File: config.mk
export PLATFORM = sky130hd
export DESIGN_NAME = mem_arbiter
export DESIGN_NICKNAME = d
export VERILOG_FILES = /design/src/rtl/mem_arbiter_pkg.sv /design/src/rtl/mem_arbiter.sv
export SDC_FILE = /design/constraint.sdc
export NUM_CORES = 1
export LEC_CHECK = 0
export CAP_MARGIN = 0
export CORE_MARGIN = 3
export CORE_UTILIZATION = 50
export CTS_CLUSTER_SIZE = 30
export DETAILED_ROUTE_END_ITERATION = 8
export MAX_ROUTING_LAYER = met4
export PLACE_DENSITY = 0.81
export SLEW_MARGIN = 25
export SYNTH_ARGS = -nofsm -noshare
export SYNTH_HDL_FRONTEND = slang
export SYNTH_SLANG_ARGS = --single-unit
File: constraint.sdc
create_clock -name clk -period 8.5 [get_ports clk]
set_input_delay 0.85 -clock clk [delete_from_list [all_inputs] [get_ports clk]]
set_output_delay 0.85 -clock clk [all_outputs]
set_load 0.02 [all_outputs]
File: src/rtl/mem_arbiter_pkg.sv
// Shared encodings for the byte-serial memory arbiter: access sizes, FSM states,
// bus owners, the IO region tag and the word/byte range macros.
`ifndef MEM_ARBITER_PKG_SV
`define MEM_ARBITER_PKG_SV

`define WORD_RANGE 31:0
`define RAM_DATA_RANGE 7:0

package mem_arbiter_pkg;

  localparam logic [1:0] SIZE_BYTE = 2'b00;
  localparam logic [1:0] SIZE_HALF = 2'b01;
  localparam logic [1:0] SIZE_WORD = 2'b10;

  localparam logic [1:0] IO_HI_DEFAULT = 2'b11;

  typedef enum logic [1:0] {
    ST_IDLE  = 2'b00,
    ST_READ  = 2'b01,
    ST_WRITE = 2'b10
  } state_e;

  typedef enum logic {
    OWN_IF = 1'b0,
    OWN_LS = 1'b1
  } owner_e;

  // Number of bus bytes for an LS size code; the unused code falls back to a word.
  function automatic logic [2:0] size_bytes(input logic [1:0] size);
    case (size)
      SIZE_BYTE: return 3'd1;
      SIZE_HALF: return 3'd2;
      default:   return 3'd4;
    endcase
  endfunction

endpackage

`endif

File: src/rtl/mem_arbiter.sv
// Grants the fetch or load/store port, serialises its access into little-endian
// byte transactions on the 8-bit RAM/IO bus and returns the assembled word.
module mem_arbiter
  import mem_arbiter_pkg::*;
#(
  parameter logic [1:0] IO_HI = IO_HI_DEFAULT
) (
  input  logic                    clk,
  input  logic                    rst,
  input  logic                    rdy,
  input  logic [`RAM_DATA_RANGE]  ram_data_in,
  output logic [`RAM_DATA_RANGE]  ram_data_out,
  output logic [`WORD_RANGE]      ram_address_out,
  output logic                    ram_rw_signal_out,
  input  logic                    io_buffer_full,
  input  logic                    if_req_in,
  input  logic [`WORD_RANGE]      if_addr_in,
  output logic                    if_ready_out,
  output logic [`WORD_RANGE]      if_data_out,
  input  logic                    ls_req_in,
  input  logic                    ls_rw_in,
  input  logic [1:0]              ls_size_in,
  input  logic [`WORD_RANGE]      ls_addr_in,
  input  logic [`WORD_RANGE]      ls_data_in,
  output logic                    ls_ready_out,
  output logic [`WORD_RANGE]      ls_data_out,
  input  logic                    rollback_in
);

  state_e             state_q;
  owner_e             owner_q;
  logic [2:0]         nbytes_q;
  logic [2:0]         idx_q;
  logic [`WORD_RANGE] base_q;
  logic [`WORD_RANGE] wdata_q;
  logic [`WORD_RANGE] acc_q;
  logic [`WORD_RANGE] acc_d;
  logic [`WORD_RANGE] if_data_q;
  logic [`WORD_RANGE] ls_data_q;
  logic               if_ready_q;
  logic               ls_ready_q;

  logic [2:0]            rd_idx_s;
  logic [`WORD_RANGE]    addr_s;
  logic [`RAM_DATA_RANGE] wbyte_s;
  logic                  rw_s;
  logic                  io_stall_s;

  // Bus drive. While frozen in a read, the address of the byte still owed is
  // re-driven so its data is on ram_data_in again when the capture resumes.
  always_comb begin
    addr_s     = 32'd0;
    wbyte_s    = 8'd0;
    rw_s       = 1'b0;
    io_stall_s = 1'b0;
    if (!rdy && (idx_q != 3'd0)) begin
      rd_idx_s = idx_q - 3'd1;
    end else begin
      rd_idx_s = idx_q;
    end
    case (state_q)
      ST_READ: begin
        if (rd_idx_s < nbytes_q) begin
          addr_s = base_q + {29'd0, rd_idx_s};
        end else begin
          addr_s = 32'd0;
        end
      end
      ST_WRITE: begin
        addr_s = base_q + {29'd0, idx_q};
        case (idx_q[1:0])
          2'd0:    wbyte_s = wdata_q[7:0];
          2'd1:    wbyte_s = wdata_q[15:8];
          2'd2:    wbyte_s = wdata_q[23:16];
          2'd3:    wbyte_s = wdata_q[31:24];
          default: wbyte_s = 8'd0;
        endcase
        io_stall_s = (addr_s[17:16] == IO_HI) && io_buffer_full;
        rw_s       = rdy && !io_stall_s;
      end
      default: begin
        addr_s = 32'd0;
      end
    endcase
  end

  // Accumulator with the byte owed for address idx-1 merged in.
  always_comb begin
    acc_d = acc_q;
    case (idx_q)
      3'd1:    acc_d[7:0]   = ram_data_in;
      3'd2:    acc_d[15:8]  = ram_data_in;
      3'd3:    acc_d[23:16] = ram_data_in;
      3'd4:    acc_d[31:24] = ram_data_in;
      default: acc_d = acc_q;
    endcase
  end

  // Arbitration and transfer FSM with registered completion pulses and data.
  always_ff @(posedge clk) begin
    if (rst) begin
      state_q    <= ST_IDLE;
      owner_q    <= OWN_IF;
      nbytes_q   <= 3'd0;
      idx_q      <= 3'd0;
      base_q     <= 32'd0;
      wdata_q    <= 32'd0;
      acc_q      <= 32'd0;
      if_data_q  <= 32'd0;
      ls_data_q  <= 32'd0;
      if_ready_q <= 1'b0;
      ls_ready_q <= 1'b0;
    end else if (rdy) begin
      if_ready_q <= 1'b0;
      ls_ready_q <= 1'b0;
      case (state_q)
        ST_IDLE: begin
          idx_q <= 3'd0;
          acc_q <= 32'd0;
          if (ls_req_in && !ls_ready_q) begin
            owner_q  <= OWN_LS;
            base_q   <= ls_addr_in;
            wdata_q  <= ls_data_in;
            nbytes_q <= size_bytes(ls_size_in);
            state_q  <= ls_rw_in ? ST_WRITE : ST_READ;
          end else if (if_req_in && !if_ready_q && !rollback_in) begin
            owner_q  <= OWN_IF;
            base_q   <= if_addr_in;
            wdata_q  <= 32'd0;
            nbytes_q <= 3'd4;
            state_q  <= ST_READ;
          end
        end
        ST_READ: begin
          if ((owner_q == OWN_IF) && rollback_in) begin
            state_q <= ST_IDLE;
            idx_q   <= 3'd0;
          end else begin
            acc_q <= acc_d;
            if (idx_q == nbytes_q) begin
              state_q <= ST_IDLE;
              if (owner_q == OWN_IF) begin
                if_ready_q <= 1'b1;
                if_data_q  <= acc_d;
              end else begin
                ls_ready_q <= 1'b1;
                ls_data_q  <= acc_d;
              end
            end else begin
              idx_q <= idx_q + 3'd1;
            end
          end
        end
        ST_WRITE: begin
          if (!io_stall_s) begin
            if (idx_q == (nbytes_q - 3'd1)) begin
              state_q    <= ST_IDLE;
              ls_ready_q <= 1'b1;
            end else begin
              idx_q <= idx_q + 3'd1;
            end
          end
        end
        default: begin
          state_q <= ST_IDLE;
        end
      endcase
    end
  end

  assign ram_address_out   = addr_s;
  assign ram_data_out      = wbyte_s;
  assign ram_rw_signal_out = rw_s;
  assign if_ready_out      = if_ready_q & ~rollback_in;
  assign if_data_out       = if_data_q;
  assign ls_ready_out      = ls_ready_q;
  assign ls_data_out       = ls_data_q;

endmodule

-- Word level (Yosys, flattened, before mapping)
Cells that the tools add are included.
W data, S select, Z words.
- register bits after elaboration: 171
- output and inout bits: 107
- word-level logic and storage cells: 111
- input port bits: 114
- $add $sub $neg: 5
- $lt $le $gt $ge: 1
- equal/unequal tests: 20
- reductions and logical operators: 25
- bitwise logic cells: 4
- muxes and demuxes: 45
- operators with widths (cell ; count):
    $mux W32 ; 6
    $pmux W32 S2 ; 2
    $add A32 B3 Y32 ; 2
    $mux W8 ; 5
    $pmux W8 S4 ; 1
    $mux W3 ; 7
    $reduce_and A5 Y1 ; 4
    $mux W2 ; 7
    $mux W1 ; 13
    $ne A3 B3 Y1 const B ; 3
    $pmux W3 S3 ; 1
    $eq A2 B2 Y1 const B ; 4
    $ne A2 B2 Y1 const B ; 4
    $logic_and A1 B1 Y1 ; 7
    $eq A2 B1 Y1 const B ; 3
    $eq A3 B2 Y1 const B ; 2
    $eq A3 B3 Y1 ; 2
    $logic_not A2 Y1 ; 3
    $pmux W2 S3 ; 1
    $pmux W3 S2 ; 1
    $reduce_and A3 Y1 ; 2
    $reduce_bool A3 Y1 ; 2
    $sub A3 B1 Y3 const B ; 2
    $logic_not A1 Y1 ; 5
    other kinds (8) ; 11

-- Depth between registers and ports, before layout
Gate-level depths: netlist of the first run.
- depth in word-level cells: 6
- gate-level depth with buffers: 14
- mapped depth without buffers: 13

-- Worst setup path after synthesis of the first run
Ideal clock, no wire load.
- path type: input to output
- start point: input rdy
- end point: output ram_address_out[26]
- stages on the path: 11
- path slack: 4117 ps
- data arrival time: 3533 ps
- path buffers: 2
- required time: 7650 ps
- cell sequence: a21oi_1 > nor2_1 > a21oi_1 > ha_1 > or2_2 > a211oi_1 > a21o_1 > clkbuf_1 > clkbuf_1 > a22oi_1 > a311oi_1
- cells in the longest elaborated chain, start to end: 6
- elaborated cells on any way between the ends: 7
- classes of those cells: 1 x add/sub; 1 x order compare; 3 x mux; 2 x reduce/logical
- ends and longest elaborated chain (item ; line ; text):
    start: declaration ; mem_arbiter.sv:10 ; input logic rdy,
    $logic_not A1 Y1 (*) ; mem_arbiter.sv:56 ; if (!rdy && (idx_q != 3'd0)) begin
    $logic_and A1 B1 Y1 (*) ; mem_arbiter.sv:56 ;
    $mux W3 (*) ; mem_arbiter.sv:56 ;
    $add A32 B3 Y32 or $lt A3 B3 Y1 (tied branches) ; mem_arbiter.sv:64, mem_arbiter.sv:63 ;
    $mux W32 (*) ; mem_arbiter.sv:63 ; if (rd_idx_s < nbytes_q) begin
    $pmux W32 S2 (*) ; mem_arbiter.sv:61 ; case (state_q)
    end: declaration ; mem_arbiter.sv:13 ; output logic [`WORD_RANGE] ram_address_out,
Every way passes the cells marked *; elsewhere a longest branch is shown, timed or not.

-- Final worst setup path of the first run
Same ends and word-level chain as after synthesis.

==> flow_summary.ini, run 1 <==
[clock_network]
cts_root_buf = clkbuf_16
ctsResizeCount = 0
cts.clk_slew.worst_paths_ns = 0.07
cts.sinks = 171
htreeDepth = 4
clock_tree.buffer_depth = 2
holdBufCountCts = 0
cts_tree = done
cts_buffers = 17
postCtsSetupBuffers = 0
insertion_delay_ns = 0.43

[routing]
final_antenna_net_count = 0
drt_iter0_markers = 852
wl_per_cell_um = 18.4
routed_via_density = 5.98
vias = 8457
drc = 0
routed_wl_mm = 26.1
dr.pass1.iters = 6

[place]
gp_congestion = 0.966
hpwl_mm = 18.2
io_buffers = 220
placed_cell_area_mm2 = 0.0108
post-place-ws_ns = 2.62

[global_route]
grt_max_degree = 68
grt_pass1_wl_mm = 40.6
grt_pass1_vias = 7918
antenna_found_initial = 0
met2_usage = 0.428
use_met1 = 0.370
grt_util_all_layers = 0.276
grt_busiest_layer = met2
grt-ovfl-total = 0
met3_usage = 0.0562

[power]
intPower_mw = 1.42
p_clk_frac = 0.409
p_comb_frac = 0.147
switchingPower_mw = 0.550
ir_drop_v = 0.000161
swShare = 0.279
p_seq_frac = 0.444
p_per_area_mw_per_mm2 = 172
p_leak_nw = 3.94

[flow_run]
drv_cap = 0

[floorplan]
dieArea_mm2 = 0.0189
num_io_pins = 221
row_count = 47
core_area_mm2 = 0.0168
start_util = 0.515
die_h_um = 137
die_w_um = 137

[timing]
finalSetupTns_ns = 0
max_freq_mhz = 167
rsz0062_at_grt = no
post-route-period-util = 0.705
relSlewSlack = 0.296
setup_ws_ns = 2.50
setup_violations = 0
worst_slew_pin_slew_ns = 1.05
hold_slack_ns = 0.498
min_period_ns = 6.00
slew_viol_final = 0
finalHoldViolCount = 0
fin_skew_ns = 0.0115

[final_layout]
mostFrequentLayoutCells = nor2_1, clkdlybuf4s50_1, dfxtp_1
nets = 1316
layout_commonest_cell = nor2_1
drive_above_1_share = 0.0519
num-fill-cells = 1381
fin_area_mm2 = 0.0114
diodes = 0
area_delta_synth_final_pct = 32.5

[synth]
syn_area_mm2 = 0.00863
synthesis.nets = 1163
synth_top_family_by_area = compound AO/OA/AOI/OAI gates
synth_ff_type = dfxtp_1
synth-seq-cells = 171
yosysUniqueCellTypes = 62
synth-simple-area-share = 0.163
synth_xor_xnor_area_share = 0.00913
synth_area_per_cell_um2 = 8.40
synthArstFlopShare = 0
synth_mux_area_frac = 0.0820
ys_seq_area_frac = 0.397
synthAdderAreaFrac = 0.0322
synth_compound_area_frac = 0.264
yosysWarnings = 0
syn_inst = 1028
synth_edf_count = 0

[min_path]
hold_path_class = register to register

[setup_path]
path_max_fanout = 26
critical_path_class = input pin to output pin
crit_path_max_incr_delay_ns = 0.67
crit_path_cell_trace = clkdlybuf4s50_1 -> a21oi_1 -> nor2_1 -> a21oi_1 -> ha_1 -> or2_2 -> a211oi_1 -> a21o_1 -> nor2_1 -> a21o_1 -> a311oi_1 -> clkdlybuf4s50_1
crit_path_end_kind = output pin
startpoint_type = input pin
critPathRequiredTime_ns = 7.65
crit_buf_inv = 2
slowest_stage = clkdlybuf4s50_1
cp_top_family = compound AO/OA/AOI/OAI gates
critPathArrivalTime_ns = 5.15

[outcome]
outcome = complete, no violations
## cells in the mapped netlist, types with 2 or more instances
| cell type | count | area (µm²) |
|---|---|---|
| nor2_1 | 223 | 837 |
| o21ai_1 | 4 | 20.0 |
| nor3_1 | 9 | 45.0 |
| or2_2 | 3 | 18.8 |
| nand4_1 | 10 | 62.6 |
| a22oi_1 | 73 | 548 |
| o21ai_0 | 28 | 140 |
| clkbuf_1 | 64 | 240 |
| xor2_1 | 7 | 61.3 |
| buf_1 | 16 | 60.1 |
| a31oi_1 | 10 | 62.6 |
| a222oi_1 | 8 | 80.1 |
| ha_1 | 19 | 238 |
| mux2_1 | 2 | 22.5 |
| nor2b_1 | 7 | 43.8 |
| a21o_1 | 5 | 37.5 |
| fa_1 | 2 | 40.0 |
| nand2_1 | 30 | 113 |
| or3_1 | 4 | 25.0 |
| buf_2 | 9 | 45.0 |
| or4_1 | 4 | 30.0 |
| and3_1 | 9 | 56.3 |
| nand3_1 | 11 | 55.1 |
| mux2i_1 | 67 | 671 |
| o21a_1 | 5 | 37.5 |
| a311oi_1 | 7 | 61.3 |
| o221ai_1 | 2 | 17.5 |
| o22ai_1 | 7 | 43.8 |
| buf_4 | 3 | 22.5 |
| nand2b_1 | 3 | 18.8 |
| o211ai_1 | 3 | 22.5 |
| inv_1 | 24 | 90.1 |
| o211a_1 | 3 | 30.0 |
| a21oi_1 | 36 | 180 |
| a211oi_1 | 108 | 811 |
| nor4_1 | 4 | 25.0 |
| and4_1 | 2 | 17.5 |
| dfxtp_1 | 171 | 3420 |
| a221oi_1 | 2 | 17.5 |
| xnor2_1 | 2 | 17.5 |
## flip-flops by register name, indices dropped and copies added (netlist names)
signal	cells
owner_q	1
base_q	32
ls_ready_out	1
state_q	2
wdata_q	32
if_ready_q	1
ls_data_out	32
nbytes_q	3
if_data_out	32
acc_q	32
idx_q	3
## cells by family after synthesis
group,count (synthesis)
AO/OA/AOI/OAI,314
adder cells (fa/ha/maj),21
multiplexers,70
XOR/XNOR,9
buffers and inverters,117
flip-flops,171
AND/OR/NAND/NOR,326
## power by group through the flow
stage | registers (mW) | clock network (mW) | logic [mW]
after global routing | 0.879 | 0.844 | 0.316
final | 0.875 | 0.806 | 0.290
after detailed placement | 0.892 | 0 | 0.287
after global placement | 0.892 | 0 | 0.280
after floorplan | 0.884 | 0 | 0.170
after CTS | 0.874 | 0.815 | 0.288
## per-stage QoR
stage                     cells  power (mW)   util
after floorplan            1028        1.05      -
after global placement     1382        1.17  0.645
after detailed placement   1382        1.18  0.645
after CTS                  1414        1.98  0.682
after global routing       1414        2.04  0.683
final                      1414        1.97  0.683
## path summary, 6_finish.rpt
check | cells after the start | start | slack (ns) | endpoint
max | 12 | rdy | 2.50 | ram_address_out[26]
min | 2 | ls_data_out[12] | 0.50 | ls_data_out[12]
max reg2reg | 10 | idx_q[0] | 5.24 | idx_q[2]
min reg2reg | 2 | ls_data_out[12] | 0.50 | ls_data_out[12]
## tightest hold or removal path, cell delays in order (launching register included)
cell and delay [ns]:
dfxtp_1 0.31, nor2_1 0.09, a211oi_1 0.05
## final cells by class
class	count	area [µm²]	area share
inverter	24	90.1	0.00787
clock inverter	14	175	0.0153
tap	220	275	0.0241
multi-input combinational	740	4780	0.418
sequential	171	3420	0.299
timing repair buffer	227	2250	0.197
clock buffer	18	439	0.0384
## metal layers
| layer | vias up | share of wire |
|---|---|---|
| li1 | 4087 | - |
| met1 | 3960 | 0.43 |
| met2 | 387 | 0.46 |
| met3 | 23 | 0.093 |
| met4 | 0 | 0.011 |
| met5 | - | 0 |
No activity file was read; power rests on OpenSTA's default activity.
==> inputs of run 2 (changes only) <==
Clock period 8.5 ns to 5.76 ns, I/O delays scaled along.
==> run 2 against run 1 <==
Critical endpoint is now ram_address_out[22]. Sequential share of layout area grew 0.17 points. Sequential cell count is the same. Clock skew shrank 0.0030 ns. Core utilization shrank 0.38 points.
==> flow_summary.ini, run 2 (synthesis gave the netlist of run 1 again) <==
[outcome]
outcome = complete, no violations

[clock_network]
holdBufCountCts = 0
postCtsSetupBuffers = 0
cts_tree = done
cts_buffers = 17
clock_tree.buffer_depth = 2
cts.sinks = 171
cts.clk_slew.worst_paths_ns = 0.06
htreeDepth = 4
ctsResizeCount = 0
insertion_delay_ns = 0.43
cts_root_buf = clkbuf_16

[timing]
worst_slew_pin_slew_ns = 1.05
finalHoldViolCount = 0
finalSetupTns_ns = 0
fin_skew_ns = 0.00852
min_period_ns = 5.39
rsz0062_at_grt = no
slew_viol_final = 0
relSlewSlack = 0.300
post-route-period-util = 0.935
setup_violations = 0
max_freq_mhz = 186

[floorplan]
start_util = 0.515
die_w_um = 137
dieArea_mm2 = 0.0189
core_area_mm2 = 0.0168
num_io_pins = 221
row_count = 47
die_h_um = 137

[global_route]
use_met1 = 0.379
grt_util_all_layers = 0.275
antenna_found_initial = 0
grt-ovfl-total = 0
grt_max_degree = 94
met2_usage = 0.406
grt_busiest_layer = met2
met3_usage = 0.0595
grt_pass1_wl_mm = 40.4
grt_pass1_vias = 7762

[setup_path]
critPathRequiredTime_ns = 5.18
crit_path_end_kind = output pin
critical_path_class = register to output pin
path_max_fanout = 13
ff2ff_path_depth = 10
startpoint_type = register
critPathArrivalTime_ns = 4.81

[routing]
routed_via_density = 5.99
vias = 8478
drt_iter0_markers = 846
dr.pass1.iters = 6
wl_per_cell_um = 18.3
routed_wl_mm = 25.9
drc = 0
final_antenna_net_count = 0

[final_layout]
seq_area_mm2 = 0.00342
layout_commonest_cell = nor2_1
nets = 1319
mostFrequentLayoutCells = nor2_1, clkdlybuf4s50_1, dfxtp_1
drive_above_1_share = 0.0502
multiInputGateArea_mm2 = 0.00478
num-fill-cells = 1422
fin_cells = 1415
final_core_util = 0.679
area_delta_synth_final_pct = 31.8
diodes = 0

[min_path]
hold_depth = 2
hold_path_class = register to register

[power]
p_per_area_mw_per_mm2 = 245
p_leak_nw = 3.91
ir_drop_v = 0.000222
p_seq_frac = 0.464
p_clk_frac = 0.382
p_comb_frac = 0.154
intPower_mw = 1.99
switchingPower_mw = 0.793
swShare = 0.284

[place]
io_buffers = 220
hpwl_mm = 18.4
place_inst = 1385
gp_congestion = 0.946

[flow_run]
drv_cap = 0
run 2: layer usage:
layer / vias to the layer above / part of all wire / routed length, µm
met5: - / 0 / 0
met3: 38 / 0.088 / 2270
li1: 4087 / - / -
met1: 3974 / 0.45 / 11700
met2: 379 / 0.44 / 11500
met4: 0 / 0.018 / 469
run 2: worst paths after layout:
path                    from  slack (ns)             endpoint
max                 idx_q[1]        0.37  ram_address_out[22]
min          ls_data_out[24]        0.50      ls_data_out[24]
max reg2reg         idx_q[0]        2.45             idx_q[2]
min reg2reg  ls_data_out[24]        0.50      ls_data_out[24]
run 2: cell type report:
cell class,count,share of cell area
clock buffers,19,0.0389
clock inverters,11,0.00803
inverters,24,0.00792
multi-input cells,740,0.420
flip-flops and latches,171,0.301
well taps,220,0.0242
repair buffers,230,0.200
run 2: critical path: stages (launching register included):
cell             delay (ns)
dfxtp_1                0.52
inv_1                  0.18
ha_1                   0.25
a21oi_1                0.27
nor2_1                 0.07
a21oi_1                0.29
ha_1                   0.29
or2_2                  0.26
a211oi_1               0.32
a21o_1                 0.42
buf_4                  0.24
a22oi_1                0.11
a211oi_1               0.45
clkdlybuf4s50_1        0.71
run 2: power groups by stage:
stage,clock network [mW],logic (mW),registers (mW)
after floorplan,0,0.250,1.30
after global placement,0,0.418,1.32
after detailed placement,0,0.425,1.32
after CTS,1.08,0.427,1.29
after global routing,1.12,0.468,1.30
final,1.07,0.429,1.29
run 2: stage by stage:
step	hold slack [ns]	worst slack, ns	instance area, µm²	total power, mW
CTS	0.500	0.465	11400	2.79
finish	0.498	0.372	11400	2.79
global placement	0.485	0.798	10800	1.74
detailed placement	0.491	0.699	10800	1.74
global route	0.516	0.161	11400	2.89
floorplan	0.472	1.67	8630	1.55
